### src/rtl/id_ex_stage_if.sv
// Decode -> ID/EX stage -> ALU handshake bundle, including both writeback forwarding buses.
// The stage takes the slave modport; decode/consumer/writeback logic takes the master side.
interface id_ex_stage_if #(parameter int XLEN = 32);
  logic            in_valid;
  logic            in_ready;
  logic [5:0]      in_alu_control;
  logic [XLEN-1:0] in_rs1_data;
  logic [XLEN-1:0] in_rs2_data;
  logic [4:0]      in_rs1_addr;
  logic [4:0]      in_rs2_addr;
  logic [4:0]      in_rd_addr;
  logic [XLEN-1:0] in_imm;
  logic            in_use_imm;
  logic            in_reg_write;
  logic            flush;
  logic            fwd1_we;
  logic [4:0]      fwd1_rd;
  logic [XLEN-1:0] fwd1_data;
  logic            fwd2_we;
  logic [4:0]      fwd2_rd;
  logic [XLEN-1:0] fwd2_data;
  logic            out_valid;
  logic            out_ready;
  logic [5:0]      ALU_Control;
  logic [XLEN-1:0] operand_A;
  logic [XLEN-1:0] operand_B;
  logic [4:0]      out_rd;
  logic            out_reg_write;
  logic [15:0]     stall_count;

  modport master (
    output in_valid, in_alu_control, in_rs1_data, in_rs2_data, in_rs1_addr, in_rs2_addr,
           in_rd_addr, in_imm, in_use_imm, in_reg_write, flush,
           fwd1_we, fwd1_rd, fwd1_data, fwd2_we, fwd2_rd, fwd2_data, out_ready,
    input  in_ready, out_valid, ALU_Control, operand_A, operand_B, out_rd, out_reg_write,
           stall_count
  );

  modport slave (
    input  in_valid, in_alu_control, in_rs1_data, in_rs2_data, in_rs1_addr, in_rs2_addr,
           in_rd_addr, in_imm, in_use_imm, in_reg_write, flush,
           fwd1_we, fwd1_rd, fwd1_data, fwd2_we, fwd2_rd, fwd2_data, out_ready,
    output in_ready, out_valid, ALU_Control, operand_A, operand_B, out_rd, out_reg_write,
           stall_count
  );
endinterface

### src/rtl/id_ex_stage.sv
// ID/EX single-entry pipeline register with full-throughput handshake, two-level operand
// forwarding (EX/MEM over MEM/WB), forward capture while stalled and a saturating stall counter.
module id_ex_stage #(
  parameter int XLEN = 32
) (
  input  logic          clk,
  input  logic          rst_n,
  id_ex_stage_if.slave  bus
);
  localparam int NUM_SRC = 2;

  logic                            vld_q;
  logic [5:0]                      alu_q;
  logic [NUM_SRC-1:0][XLEN-1:0]    rs_q;
  logic [NUM_SRC-1:0][4:0]         addr_q;
  logic [4:0]                      rd_q;
  logic [XLEN-1:0]                 imm_q;
  logic                            use_imm_q;
  logic                            reg_write_q;
  logic [15:0]                     stall_q;

  logic [NUM_SRC-1:0][XLEN-1:0]    rs_in;
  logic [NUM_SRC-1:0][4:0]         addr_in;
  logic [NUM_SRC-1:0][XLEN-1:0]    rs_fwd;
  logic                            in_ready;
  logic                            capture;
  logic                            xfer;
  logic                            hold;

  assign rs_in   = {bus.in_rs2_data, bus.in_rs1_data};
  assign addr_in = {bus.in_rs2_addr, bus.in_rs1_addr};

  assign in_ready = (!vld_q || bus.out_ready) && !bus.flush;
  assign capture  = bus.in_valid && in_ready;
  assign xfer     = vld_q && bus.out_ready;
  assign hold     = vld_q && !bus.out_ready;

  // EX/MEM beats MEM/WB beats the registered value; x0 is never a forwarding target.
  always_comb begin
    rs_fwd = rs_q;
    for (int i = 0; i < NUM_SRC; i++) begin
      if (addr_q[i] != 5'd0) begin
        if (bus.fwd1_we && (bus.fwd1_rd == addr_q[i]))
          rs_fwd[i] = bus.fwd1_data;
        else if (bus.fwd2_we && (bus.fwd2_rd == addr_q[i]))
          rs_fwd[i] = bus.fwd2_data;
      end
    end
  end

  always_ff @(posedge clk or negedge rst_n) begin
    if (!rst_n) begin
      vld_q       <= 1'b0;
      alu_q       <= 6'd0;
      rs_q        <= '0;
      addr_q      <= '0;
      rd_q        <= 5'd0;
      imm_q       <= '0;
      use_imm_q   <= 1'b0;
      reg_write_q <= 1'b0;
      stall_q     <= 16'd0;
    end else begin
      if (bus.flush) begin
        vld_q <= 1'b0;
      end else if (capture) begin
        vld_q       <= 1'b1;
        alu_q       <= bus.in_alu_control;
        rs_q        <= rs_in;
        addr_q      <= addr_in;
        rd_q        <= bus.in_rd_addr;
        imm_q       <= bus.in_imm;
        use_imm_q   <= bus.in_use_imm;
        reg_write_q <= bus.in_reg_write;
      end else if (xfer) begin
        vld_q <= 1'b0;
      end else if (hold) begin
        // Latch forwarded values so they survive once the writeback bus moves on.
        rs_q <= rs_fwd;
      end
      if (hold && (stall_q != 16'hFFFF))
        stall_q <= stall_q + 16'd1;
    end
  end

  assign bus.in_ready      = in_ready;
  assign bus.out_valid     = vld_q;
  assign bus.ALU_Control   = alu_q;
  assign bus.operand_A     = rs_fwd[0];
  assign bus.operand_B     = use_imm_q ? imm_q : rs_fwd[1];
  assign bus.out_rd        = rd_q;
  assign bus.out_reg_write = vld_q && reg_write_q;
  assign bus.stall_count   = stall_q;
endmodule

### src/flat_wrapper.sv
// flat-port wrapper written by rule: the top's interface ports become plain ports
module id_ex_stage_flat 
#(
  parameter int XLEN = 32
)
  (clk, rst_n, bus_in_valid, bus_in_alu_control, bus_in_rs1_data, bus_in_rs2_data, bus_in_rs1_addr, bus_in_rs2_addr, bus_in_rd_addr, bus_in_imm, bus_in_use_imm, bus_in_reg_write, bus_flush, bus_fwd1_we, bus_fwd1_rd, bus_fwd1_data, bus_fwd2_we, bus_fwd2_rd, bus_fwd2_data, bus_out_ready, bus_in_ready, bus_out_valid, bus_ALU_Control, bus_operand_A, bus_operand_B, bus_out_rd, bus_out_reg_write, bus_stall_count);
  id_ex_stage_if #(.XLEN(XLEN)) bus_i ();
  input  logic clk;
  input  logic rst_n;
  input wire logic [$bits(bus_i.in_valid)-1:0] bus_in_valid;
  input wire logic [$bits(bus_i.in_alu_control)-1:0] bus_in_alu_control;
  input wire logic [$bits(bus_i.in_rs1_data)-1:0] bus_in_rs1_data;
  input wire logic [$bits(bus_i.in_rs2_data)-1:0] bus_in_rs2_data;
  input wire logic [$bits(bus_i.in_rs1_addr)-1:0] bus_in_rs1_addr;
  input wire logic [$bits(bus_i.in_rs2_addr)-1:0] bus_in_rs2_addr;
  input wire logic [$bits(bus_i.in_rd_addr)-1:0] bus_in_rd_addr;
  input wire logic [$bits(bus_i.in_imm)-1:0] bus_in_imm;
  input wire logic [$bits(bus_i.in_use_imm)-1:0] bus_in_use_imm;
  input wire logic [$bits(bus_i.in_reg_write)-1:0] bus_in_reg_write;
  input wire logic [$bits(bus_i.flush)-1:0] bus_flush;
  input wire logic [$bits(bus_i.fwd1_we)-1:0] bus_fwd1_we;
  input wire logic [$bits(bus_i.fwd1_rd)-1:0] bus_fwd1_rd;
  input wire logic [$bits(bus_i.fwd1_data)-1:0] bus_fwd1_data;
  input wire logic [$bits(bus_i.fwd2_we)-1:0] bus_fwd2_we;
  input wire logic [$bits(bus_i.fwd2_rd)-1:0] bus_fwd2_rd;
  input wire logic [$bits(bus_i.fwd2_data)-1:0] bus_fwd2_data;
  input wire logic [$bits(bus_i.out_ready)-1:0] bus_out_ready;
  output wire logic [$bits(bus_i.in_ready)-1:0] bus_in_ready;
  output wire logic [$bits(bus_i.out_valid)-1:0] bus_out_valid;
  output wire logic [$bits(bus_i.ALU_Control)-1:0] bus_ALU_Control;
  output wire logic [$bits(bus_i.operand_A)-1:0] bus_operand_A;
  output wire logic [$bits(bus_i.operand_B)-1:0] bus_operand_B;
  output wire logic [$bits(bus_i.out_rd)-1:0] bus_out_rd;
  output wire logic [$bits(bus_i.out_reg_write)-1:0] bus_out_reg_write;
  output wire logic [$bits(bus_i.stall_count)-1:0] bus_stall_count;
  assign bus_i.in_valid = bus_in_valid;
  assign bus_i.in_alu_control = bus_in_alu_control;
  assign bus_i.in_rs1_data = bus_in_rs1_data;
  assign bus_i.in_rs2_data = bus_in_rs2_data;
  assign bus_i.in_rs1_addr = bus_in_rs1_addr;
  assign bus_i.in_rs2_addr = bus_in_rs2_addr;
  assign bus_i.in_rd_addr = bus_in_rd_addr;
  assign bus_i.in_imm = bus_in_imm;
  assign bus_i.in_use_imm = bus_in_use_imm;
  assign bus_i.in_reg_write = bus_in_reg_write;
  assign bus_i.flush = bus_flush;
  assign bus_i.fwd1_we = bus_fwd1_we;
  assign bus_i.fwd1_rd = bus_fwd1_rd;
  assign bus_i.fwd1_data = bus_fwd1_data;
  assign bus_i.fwd2_we = bus_fwd2_we;
  assign bus_i.fwd2_rd = bus_fwd2_rd;
  assign bus_i.fwd2_data = bus_fwd2_data;
  assign bus_i.out_ready = bus_out_ready;
  assign bus_in_ready = bus_i.in_ready;
  assign bus_out_valid = bus_i.out_valid;
  assign bus_ALU_Control = bus_i.ALU_Control;
  assign bus_operand_A = bus_i.operand_A;
  assign bus_operand_B = bus_i.operand_B;
  assign bus_out_rd = bus_i.out_rd;
  assign bus_out_reg_write = bus_i.out_reg_write;
  assign bus_stall_count = bus_i.stall_count;
  id_ex_stage #(.XLEN(XLEN)) u_core (.clk(clk), .rst_n(rst_n), .bus(bus_i));
endmodule
### config.mk
export PLATFORM = sky130hd
export DESIGN_NAME = id_ex_stage_flat
export DESIGN_NICKNAME = d
export VERILOG_FILES = /design/src/rtl/id_ex_stage_if.sv /design/src/rtl/id_ex_stage.sv /design/src/flat_wrapper.sv
export SDC_FILE = /design/constraint.sdc
export NUM_CORES = 1
export LEC_CHECK = 0
export CAP_MARGIN = 20
export CORE_MARGIN = 3
export CORE_UTILIZATION = 47
export DETAILED_ROUTE_END_ITERATION = 6
export PLACE_DENSITY = 0.79
export SLEW_MARGIN = 10
export SYNTH_ARGS = -nofsm -noshare
export SYNTH_HDL_FRONTEND = slang
export SYNTH_SLANG_ARGS = --single-unit
### constraint.sdc
create_clock -name clk -period 3.55 [get_ports clk]
set_input_delay 1.065 -clock clk [delete_from_list [all_inputs] [get_ports clk]]
set_output_delay 1.065 -clock clk [all_outputs]
set_load 0.03 [all_outputs]
==> flow_summary.json, run 1 <==
{
  "layout_min_cycle_time_ns": 3.91,
  "timing.critical_path.cells": "buf_6, buf_6, xnor2_4, and3_4, nand2_2, a21o_4, buf_12, buf_12, a22o_1, buf_6",
  "netlist_instances": 1028,
  "dr.first_iter.drc_count": 1213,
  "cp_max_fo": 5,
  "synth-adder-area-share_pct": 0.138,
  "rsz0062_at_grt": "true",
  "synth_seq_area_share_pct": 37.4,
  "first_global_vias": 11000,
  "max-cap-violations": 0,
  "failed_checks": "negative setup slack",
  "drc_violations_left": 0,
  "worstSetupStartpointType": "input port",
  "postRouteAntennaNets": 0,
  "switching_power_mw": 2.75,
  "syn_area_per_cell_um2": 8.84,
  "place.detailed.hpwl_um": 25300,
  "path_delay_family": "buffers and inverters",
  "yosysUniqueCellTypes": 56,
  "synth-compound-area-share_pct": 31.9,
  "worst_skew_pair.late_latency_ns": 0.44,
  "tritoncts.num_buffers": 17,
  "number_of_setup_violations_in_the_final_report": 65,
  "critPathArrivalTime_ns": 2.84,
  "cts.htree.levels": 4,
  "grt_max_degree": 69,
  "delay_of_the_slowest_cell_on_the_worst_path_ns": 0.28,
  "routed.top_layer": "met5",
  "status": "finished, violations left",
  "ys_async_sr_fraction_pct": 100,
  "max_freq_mhz": 256,
  "dieHeight_um": 145,
  "cp_slowest_cell": "sky130_fd_sc_hd__and3_4",
  "power_frac_clock_pct": 26.2,
  "ratio_of_cells_with_drive_above_1_in_the_final_layout_pct": 33.1,
  "route.met2.wl_um": 20300,
  "worst-path-buf-inv": 5,
  "report.final.hold_viol_count": 0,
  "worst_max_slew_margin_expressed_relative_to_the_limit_pct": 52.8,
  "maxSlewViolCount": 0,
  "synth.mux.area_fraction_pct": 0.124,
  "number_of_sinks_on_the_clock_net": 136,
  "number_of_synthesized_flops_with_an_enable_pin": 0,
  "tritoncts_clock_tree": "done",
  "wl_per_cell_um": 26.1,
  "finalWirelength_um": 44600,
  "synth_xor_area_share_pct": 3.37,
  "postSynthRegisterBits": 136,
  "endpoint_kind": "output port",
  "pwr_density_cell_nw_per_um2": 457,
  "power_frac_comb_pct": 45.1,
  "skew_ns": 0.0115,
  "cts_hold_buffers": 0,
  "cts_buffer_depth": 2,
  "number_of_antenna_violations_at_the_first_check_in_global_routing": 3,
  "finalPower_mw": 7.22,
  "via_total_after_detailed_routing": 11100,
  "mappedNetlistNets": 1229,
  "total_i_o_pin_count": 294,
  "cp_dominant_cell_by_count": "sky130_fd_sc_hd__buf_6",
  "met1_length_um": 16100,
  "hold_class": "reg2reg",
  "seq_power_share_pct": 28.8,
  "dieWidth_um": 145,
  "final_net_count": 1637,
  "layout_area_overhead_pct": 73.8,
  "timing.setup.tns_ns": -17.00,
  "synth-simple-area-share_pct": 22.1,
  "vias_per_cell": 6.47,
  "clk_transition_reported_paths_ns": 0.06,
  "final_critical_path_setup_slack_ns": -0.359,
  "synth_top_family_by_area": "compound AO/OA/AOI/OAI gates",
  "wire_length_of_the_first_global_routing_pass_um": 63500,
  "overall_track_demand_over_capacity_in_global_routing_pct": 37.9,
  "clock_tree.root_cell": "sky130_fd_sc_hd__clkbuf_16",
  "synthesis.yosys.warnings": 0,
  "floorplan.die_area_um2": 21000,
  "final_cell_mix": "298 x sky130_fd_sc_hd__nand2_1, 216 x sky130_fd_sc_hd__clkdlybuf4s50_1, 135 x sky130_fd_sc_hd__dfrtp_1, 121 x sky130_fd_sc_hd__buf_4, 82 x sky130_fd_sc_hd__buf_6",
  "drtPass1Iterations": 6,
  "stdcell_area_um2": 15800,
  "final_min_period_over_clock_period_pct": 110,
  "final.hold.worst_slack_ns": 0.475,
  "synth-main-ff-cell": "sky130_fd_sc_hd__dfrtp_1",
  "place_congestion": 0.927,
  "layout_commonest_cell": "sky130_fd_sc_hd__nand2_1",
  "globalRouteOverflowTotal": 0,
  "wl_met3_um": 5280,
  "dp_slack_ns": -0.698,
  "max_slew.worst_pin.slew_ns": 0.708,
  "crit_required_ns": 2.48,
  "core_um2": 18800,
  "dpl-instance-area_um2": 13500,
  "p_leak_nw": 6.64,
  "sw_frac_of_total_pct": 38.1,
  "port-buffer-count": 293,
  "rows": 50,
  "initial_utilization_pct": 48.3,
  "ir_drop_mv": 0.388,
  "syn-cell-area_um2": 9090,
  "p_int_mw": 4.47,
  "criticalPathCategory": "in2out"
}
## Yosys cell counts (3+ instances only)
cell type | number | share of area (%)
sky130_fd_sc_hd__o21ai_0 | 3 | 0.17
sky130_fd_sc_hd__nor3b_1 | 3 | 0.25
sky130_fd_sc_hd__nor2_1 | 49 | 2.0
sky130_fd_sc_hd__o31ai_2 | 24 | 3.3
sky130_fd_sc_hd__and2_1 | 64 | 4.4
sky130_fd_sc_hd__o2bb2ai_1 | 23 | 2.2
sky130_fd_sc_hd__o211ai_1 | 33 | 2.7
sky130_fd_sc_hd__xnor2_1 | 23 | 2.2
sky130_fd_sc_hd__inv_1 | 4 | 0.17
sky130_fd_sc_hd__nand2b_1 | 3 | 0.21
sky130_fd_sc_hd__a221oi_2 | 25 | 4.1
sky130_fd_sc_hd__nand2_1 | 301 | 12
sky130_fd_sc_hd__a221o_1 | 7 | 0.77
sky130_fd_sc_hd__nand3_1 | 11 | 0.61
sky130_fd_sc_hd__or3_1 | 3 | 0.21
sky130_fd_sc_hd__buf_2 | 21 | 1.2
sky130_fd_sc_hd__buf_6 | 10 | 1.2
sky130_fd_sc_hd__a21o_1 | 7 | 0.58
sky130_fd_sc_hd__a32oi_1 | 4 | 0.39
sky130_fd_sc_hd__and3_1 | 6 | 0.41
sky130_fd_sc_hd__dfrtp_1 | 136 | 37
sky130_fd_sc_hd__xor2_1 | 12 | 1.2
sky130_fd_sc_hd__clkbuf_1 | 51 | 2.1
sky130_fd_sc_hd__a22o_1 | 24 | 2.3
sky130_fd_sc_hd__a22oi_1 | 107 | 8.8
sky130_fd_sc_hd__nor3_1 | 7 | 0.39
sky130_fd_sc_hd__o211ai_2 | 30 | 4.1
## repair_timing
item                                    CTS  global route
cloned                                    7             5
pin swaps                                61            28
resized for setup                       211            55
setup buffers                            29            12
endpoints found under the setup margin   64            95
## layout make-up
| type | instances | area [um2] |
|---|---|---|
| Multi-Input combinational cell | 802 | 6380 |
| Timing Repair Buffer | 474 | 5060 |
| Sequential cell | 136 | 3410 |
| Fill cell | 986 | 3030 |
| Clock buffer | 19 | 433 |
| Tap cell | 260 | 325 |
| Clock inverter | 13 | 170 |
| Inverter | 5 | 18.8 |
| Antenna cell | 1 | 2.50 |
## flip-flops by register name (all words and copies together), names as in the netlist
name	cells
u_core.rs_q	64
u_core.imm_q	32
u_core.bus.stall_count	16
u_core.addr_q	10
u_core.bus.out_rd	5
u_core.bus.ALU_Control	6
u_core.bus.out_valid	1
u_core.use_imm_q	1
u_core.reg_write_q	1
## tightest hold or removal path, cell delays in order, from the launching register on
cell,delay [ns]
sky130_fd_sc_hd__dfrtp_1,0.34
sky130_fd_sc_hd__nand2_1,0.05
sky130_fd_sc_hd__nand2_1,0.05
## cell families after synthesis
family                   count (synthesis)
adder cells (fa/ha/maj)                  1
buffers and inverters                   90
flip-flops                             136
multiplexers                             1
AO/OA/AOI/OAI                          306
XOR/XNOR                                35
AND/OR/NAND/NOR                        459
## path summary, 6_finish.rpt
kind | start | endpoint | slack, ns | cells after the start
max | bus_fwd1_rd[2] | bus_operand_A[6] | -0.36 | 10
min | u_core.bus.out_rd[0] | u_core.bus.out_rd[0] | 0.47 | 2
max reg2reg | u_core.addr_q[6] | u_core.rs_q[41] | 0.18 | 18
min reg2reg | u_core.bus.out_rd[0] | u_core.bus.out_rd[0] | 0.47 | 2
max in group asynchronous | rst_n | u_core.rs_q[3] | 2.14 | 2
min in group asynchronous | rst_n | u_core.imm_q[12] | 0.64 | 1
## routing by layer
layer  vias to the layer above  global-route usage [%]
met1                      5312                    47.7
met5                         -                       0
met4                         4                    18.7
met3                       245                    9.87
li1                       4539                       -
met2                       967                    60.8
## power by group through the flow
stage          logic [mW]  clock network, mW  registers, mW
3_5_place_dp         2.64                  0           2.03
6_report             3.26               1.89           2.08
3_3_place_gp         2.59                  0           2.02
5_1_grt              3.38               1.95           2.10
2_1_floorplan        1.45                  0           2.05
4_1_cts              3.02               1.86           2.03
## per-stage QoR
step / util, % / instances
6_report: 83.9 / 1710
3_5_place_dp: 71.6 / 1629
5_1_grt: 83.9 / 1710
3_3_place_gp: 71.6 / 1629
4_1_cts: 81.2 / 1696
2_1_floorplan: - / 1028
No activity file was read; power rests on OpenSTA's default activity.
==> inputs of run 2 (changes only) <==
==> constraint.sdc (replaced) <==
create_clock -name clk -period 4.15 [get_ports clk]
set_input_delay 1.245 -clock clk [delete_from_list [all_inputs] [get_ports clk]]
set_output_delay 1.245 -clock clk [all_outputs]
set_load 0.03 [all_outputs]
==> flow_summary.json, run 2 (synthesized netlist as in run 1, its figures left out) <==
{
  "status": "finished, violations left",
  "failed_checks": "negative setup slack",
  "largest_register": "u_core.rs_q",
  "ratio_of_cells_with_drive_above_1_in_the_final_layout_pct": 27.1,
  "final_cell_count_no_fill": 1647,
  "regArea_um2": 3400,
  "tritoncts_clock_tree": "done",
  "maxSlewViolCount": 0,
  "overall_track_demand_over_capacity_in_global_routing_pct": 34.3,
  "vias_per_cell": 6.10,
  "largest_reg_flops": 64,
  "layout_min_cycle_time_ns": 4.25,
  "pwr_density_cell_nw_per_um2": 398,
  "dp_slack_ns": -0.506,
  "drc_violations_left": 0,
  "max-cap-violations": 0,
  "worst-path-buf-inv": 5,
  "number_of_cells_in_the_design_after_placement": 1605,
  "grt_max_degree": 85,
  "drtPass1Iterations": 5,
  "finalWirelength_um": 37300,
  "worstHoldEndpoint": "u_core.bus.out_rd[3]",
  "tritoncts.num_buffers": 17,
  "final_cell_mix": "301 x sky130_fd_sc_hd__nand2_1, 216 x sky130_fd_sc_hd__clkdlybuf4s50_1, 135 x sky130_fd_sc_hd__dfrtp_1, 131 x sky130_fd_sc_hd__buf_4, 96 x sky130_fd_sc_hd__a22oi_1",
  "finalPower_mw": 5.64,
  "postRouteAntennaNets": 0,
  "crit_cells": 10,
  "worst_case_register_to_register_setup_slack_ns": 1.56,
  "criticalPathCategory": "in2out",
  "cp_slowest_cell": "sky130_fd_sc_hd__or3_4",
  "rsz0062_at_grt": "true",
  "cts_hold_buffers": 0,
  "worstSetupStartpointType": "input port",
  "globalRouteOverflowTotal": 0,
  "dr.first_iter.drc_count": 866,
  "final_net_count": 1575,
  "layout_area_overhead_pct": 55.9,
  "floorplan.die_area_um2": 21000,
  "first_global_vias": 10300,
  "path_delay_family": "buffers and inverters",
  "reg2regPathDepth": 6,
  "dieWidth_um": 145,
  "number_of_setup_violations_in_the_final_report": 19,
  "combined_area_of_the_multi_input_logic_cells_um2": 5690,
  "final_critical_path_setup_slack_ns": -0.0951,
  "fill_cells": 1320,
  "crit_required_ns": 2.90,
  "cts.htree.levels": 4,
  "report.final.hold_viol_count": 0,
  "clk_transition_reported_paths_ns": 0.06,
  "port-buffer-count": 293,
  "clock_tree.root_cell": "sky130_fd_sc_hd__clkbuf_16",
  "place_congestion": 0.898,
  "place.detailed.hpwl_um": 24900,
  "critPathArrivalTime_ns": 3.00,
  "number_of_sinks_on_the_clock_net": 136,
  "crit-reg2reg-capture": "u_core.rs_q[25]",
  "r2r-start": "u_core.addr_q[3]",
  "max_slew.worst_pin.slew_ns": 1.02,
  "rows": 50,
  "worstHoldStart": "u_core.bus.out_rd[3]",
  "p_leak_nw": 6.08,
  "max_freq_mhz": 236,
  "skew_ns": 0.00769,
  "final_min_period_over_clock_period_pct": 102,
  "ir_drop_mv": 0.322,
  "worst_skew_pair.late_latency_ns": 0.43,
  "dieHeight_um": 145,
  "total_i_o_pin_count": 294,
  "hold_class": "reg2reg",
  "worst_max_slew_margin_expressed_relative_to_the_limit_pct": 31.6,
  "via_total_after_detailed_routing": 10000,
  "wire_length_of_the_first_global_routing_pass_um": 57700,
  "core_um2": 18800,
  "endpoint_kind": "output port",
  "cts_buffer_depth": 2,
  "wl_per_cell_um": 22.6,
  "delay_of_the_slowest_cell_on_the_worst_path_ns": 0.40,
  "layout_commonest_cell": "sky130_fd_sc_hd__nand2_1",
  "initial_utilization_pct": 48.3,
  "critPathLaunch": "bus_fwd2_rd[3]",
  "cp_max_fo": 8,
  "number_of_antenna_violations_at_the_first_check_in_global_routing": 3,
  "worstHoldPathCells": 2,
  "timing.critical_path.cells": "buf_8, buf_4, xnor2_2, nand3_2, or3_4, a21o_4, buf_8, buf_6, o2bb2ai_1, buf_4"
}
-- run 2: layer usage --
layer  up-vias  GRT usage, %  wire length, um
met3       116          7.71             3690
met2       663          54.0            17700
met5         -             0               28
li1       4408             -                -
met1      4853          44.7            14500
met4         4          17.0             1350
-- run 2: through the flow --
step                hold slack [ns]  area [um2]  setup TNS, ns  utilization, %
finish                        0.474       14200         -0.753            75.2
global route                  0.506       14200          -2.61            75.2
CTS                           0.476       13900         -0.251            73.9
detailed placement            0.462       12900         -25.89            68.6
global placement              0.457       12900         -24.45            68.6
floorplan                     0.438        9090              0               -
-- run 2: timing repair --
| action | in CTS | in global routing |
|---|---|---|
| pin swaps | 32 | 24 |
| setup buffers | 7 | 1 |
| cloned | 3 | 1 |
| resized for setup | 97 | 51 |
| setup endpoints to repair | 64 | 63 |
-- run 2: report_power, final --
group | switching [mW] | internal (mW) | total (mW)
combinational | 1.24 | 1.07 | 2.30
clock | 0.599 | 1.01 | 1.61
sequential | 0.200 | 1.53 | 1.73
-- run 2: final cells by class --
type,instances,area share [%]
Multi-Input combinational cell,802,40.1
Timing Repair Buffer,412,29.0
Sequential cell,136,24.0
Clock buffer,21,3.39
Tap cell,260,2.30
Clock inverter,10,0.998
Inverter,5,0.132
Antenna cell,1,0.0177
-- run 2: how the worst max path moves through the flow --
stage / slack (ns) / endpoint
6_report: -0.1 / bus_operand_A[7]
5_1_grt: -0.13 / bus_operand_B[30]
4_1_cts: -0.08 / bus_operand_B[30]
3_5_place_dp: -0.51 / bus_operand_B[30]
3_3_place_gp: -0.50 / bus_operand_B[30]
2_1_floorplan: 0.05 / bus_operand_B[30]
-- run 2: worst reg2reg max path, cell delays in order, from the launching register on --
cell and delay [ns]:
sky130_fd_sc_hd__dfrtp_1 0.46, sky130_fd_sc_hd__or4_4 0.57, sky130_fd_sc_hd__or2_1 0.55, sky130_fd_sc_hd__nand2_1 0.26, sky130_fd_sc_hd__a21oi_4 0.05, sky130_fd_sc_hd__buf_4 0.25
sky130_fd_sc_hd__o311a_1 0.33
==> inputs of run 3 (changes only) <==
--- a/config.mk
+++ b/config.mk
@@ -7,9 +7,9 @@
 export LEC_CHECK = 0
 export CAP_MARGIN = 20
 export CORE_MARGIN = 3
-export CORE_UTILIZATION = 47
+export CORE_UTILIZATION = 43
 export DETAILED_ROUTE_END_ITERATION = 6
-export PLACE_DENSITY = 0.79
+export PLACE_DENSITY = 0.76
 export SLEW_MARGIN = 10
 export SYNTH_ARGS = -nofsm -noshare
 export SYNTH_HDL_FRONTEND = slang
==> constraint.sdc (replaced) <==
create_clock -name clk -period 3.5 [get_ports clk]
set_input_delay 1.05 -clock clk [delete_from_list [all_inputs] [get_ports clk]]
set_output_delay 1.05 -clock clk [all_outputs]
set_load 0.03 [all_outputs]
==> flow_summary.json, run 3 (synthesized netlist as in run 1, its figures left out) <==
{
  "status": "finished, violations left",
  "failed_checks": "negative setup slack",
  "wire_length_of_the_first_global_routing_pass_um": 61300,
  "place_congestion": 0.907,
  "max_freq_mhz": 257,
  "floorplan.die_area_um2": 22900,
  "regArea_um2": 3410,
  "largest_reg_flops": 64,
  "hold_class": "reg2reg",
  "pwr_density_cell_nw_per_um2": 449,
  "cts_hold_buffers": 0,
  "max-cap-violations": 0,
  "total_i_o_pin_count": 294,
  "worst_max_slew_margin_expressed_relative_to_the_limit_pct": 52.4,
  "number_of_cells_in_the_design_after_placement": 1632,
  "skew_ns": 0.00890,
  "final_critical_path_setup_slack_ns": -0.393,
  "number_of_setup_violations_in_the_final_report": 64,
  "number_of_antenna_violations_at_the_first_check_in_global_routing": 3,
  "rows": 52,
  "maxSlewViolCount": 0,
  "worstSetupStartpointType": "input port",
  "reg2regPathDepth": 16,
  "layout_commonest_cell": "sky130_fd_sc_hd__nand2_1",
  "r2r-start": "u_core.addr_q[6]",
  "drtPass1Iterations": 6,
  "largest_register": "u_core.rs_q",
  "crit-reg2reg-capture": "u_core.rs_q[53]",
  "worstHoldPathCells": 2,
  "p_leak_nw": 6.56,
  "cts.htree.levels": 4,
  "criticalPathCategory": "in2out",
  "combined_area_of_the_multi_input_logic_cells_um2": 6510,
  "report.final.hold_viol_count": 0,
  "number_of_sinks_on_the_clock_net": 136,
  "port-buffer-count": 293,
  "final_net_count": 1627,
  "cp_slowest_cell": "sky130_fd_sc_hd__o211ai_1",
  "worst_skew_pair.late_latency_ns": 0.42,
  "stdcell_area_um2": 15800,
  "worst-path-buf-inv": 5,
  "layout_area_overhead_pct": 73.7,
  "core_um2": 20500,
  "place.detailed.hpwl_um": 26000,
  "drc_violations_left": 0,
  "max_slew.worst_pin.slew_ns": 0.713,
  "worstHoldStart": "u_core.bus.out_rd[1]",
  "dpl-instance-area_um2": 13400,
  "rsz0062_at_grt": "true",
  "initial_utilization_pct": 44.3,
  "dp_slack_ns": -0.765,
  "delay_of_the_slowest_cell_on_the_worst_path_ns": 0.28,
  "grt_max_degree": 55,
  "tritoncts.num_buffers": 17,
  "clock_tree.root_cell": "sky130_fd_sc_hd__clkbuf_16",
  "cp_max_fo": 7,
  "cp_dominant_cell_by_count": "sky130_fd_sc_hd__buf_6",
  "dieHeight_um": 151,
  "timing.setup.tns_ns": -16.91,
  "worst_case_register_to_register_setup_slack_ns": 0.18,
  "fill_cells": 1326,
  "critPathArrivalTime_ns": 2.84,
  "dr.first_iter.drc_count": 950,
  "crit_required_ns": 2.45,
  "final.hold.worst_slack_ns": 0.472,
  "overall_track_demand_over_capacity_in_global_routing_pct": 34.9,
  "dieWidth_um": 151,
  "clk_transition_reported_paths_ns": 0.06,
  "final_cell_mix": "298 x sky130_fd_sc_hd__nand2_1, 216 x sky130_fd_sc_hd__clkdlybuf4s50_1, 135 x sky130_fd_sc_hd__dfrtp_1, 107 x sky130_fd_sc_hd__buf_4, 83 x sky130_fd_sc_hd__buf_6",
  "finalCoreUtilization_pct": 77.0,
  "via_total_after_detailed_routing": 10600,
  "crit_cells": 10,
  "tritoncts_clock_tree": "done",
  "finalPower_mw": 7.09,
  "finalWirelength_um": 42100,
  "layout_min_cycle_time_ns": 3.89,
  "cts_buffer_depth": 2,
  "ir_drop_mv": 0.332,
  "first_global_vias": 10800,
  "final_min_period_over_clock_period_pct": 111,
  "endpoint_kind": "output port",
  "path_delay_family": "buffers and inverters",
  "globalRouteOverflowTotal": 0,
  "ratio_of_cells_with_drive_above_1_in_the_final_layout_pct": 33.3,
  "timing.critical_path.cells": "buf_8, buf_6, xor2_2, or2_4, a211oi_4, buf_6, buf_12, a32oi_2, o211ai_1, buf_4",
  "wl_per_cell_um": 24.6,
  "worstHoldEndpoint": "u_core.bus.out_rd[1]",
  "postRouteAntennaNets": 0,
  "vias_per_cell": 6.20,
  "final_cell_count_no_fill": 1710
}
## run 3: changes by cell type in the layout (fill, tap and decap cells not counted), sizes merged, moves of 2 or more
cell,previous run,this run
a21o,7,9
buf,193,240
clkbuf,23,25
clkinv,3,6
inv,7,5
## run 3: layout make-up
cell class	instances	share of cell area, %
Multi-Input combinational cell	804	41.3
Timing Repair Buffer	462	31.4
Sequential cell	136	21.6
Clock buffer	21	2.79
Tap cell	270	2.14
Clock inverter	10	0.666
Inverter	5	0.119
Antenna cell	2	0.0317
## run 3: worst register-to-register path: stages, from the launching register on
cell and delay, ns:
sky130_fd_sc_hd__dfrtp_1 0.55, sky130_fd_sc_hd__xnor2_2 0.36, sky130_fd_sc_hd__nand3_4 0.13, sky130_fd_sc_hd__buf_6 0.13, sky130_fd_sc_hd__buf_6 0.10, sky130_fd_sc_hd__buf_4 0.12, sky130_fd_sc_hd__buf_4 0.12, sky130_fd_sc_hd__buf_4 0.12
sky130_fd_sc_hd__buf_4 0.12, sky130_fd_sc_hd__buf_4 0.12, sky130_fd_sc_hd__buf_4 0.12, sky130_fd_sc_hd__buf_4 0.13, sky130_fd_sc_hd__buf_6 0.11, sky130_fd_sc_hd__a2111oi_4 0.46, sky130_fd_sc_hd__buf_2 0.34, sky130_fd_sc_hd__nand2_1 0.09
sky130_fd_sc_hd__o211ai_1 0.11
## run 3: how the worst max path moves through the flow
stage                               from                end  slack, ns
after detailed placement  bus_fwd2_rd[0]  bus_operand_B[30]      -0.76
final                     bus_fwd2_rd[0]  bus_operand_B[30]      -0.39
after global placement    bus_fwd2_rd[3]   bus_operand_A[5]      -0.74
after CTS                 bus_fwd2_rd[0]  bus_operand_B[30]      -0.35
after floorplan           bus_fwd2_rd[0]  bus_operand_B[30]      -0.15
after global routing      bus_fwd2_rd[0]  bus_operand_B[30]      -0.41
## run 3: routing by layer
layer  global-route usage, %  vias to the layer above  wire [um]
met3                    7.93                      168       4270
met5                       0                        -         15
met2                    57.6                      751      20000
li1                        -                     4534          -
met1                    43.8                     5147      15800
met4                    15.0                        2       1930
## run 3: timing repair
| action | CTS | global route |
|---|---|---|
| resized for setup | 201 | 75 |
| gates cloned | 8 | 5 |
| pin swaps | 34 | 48 |
| setup endpoints to repair | 64 | 95 |
| buffers inserted | 29 | 10 |
## run 3: report_power, final
group	total, mW	switching [mW]	internal (mW)
clock	1.73	0.699	1.04
sequential	2.09	0.275	1.82
combinational	3.26	1.68	1.58
total	7.09	2.66	4.43
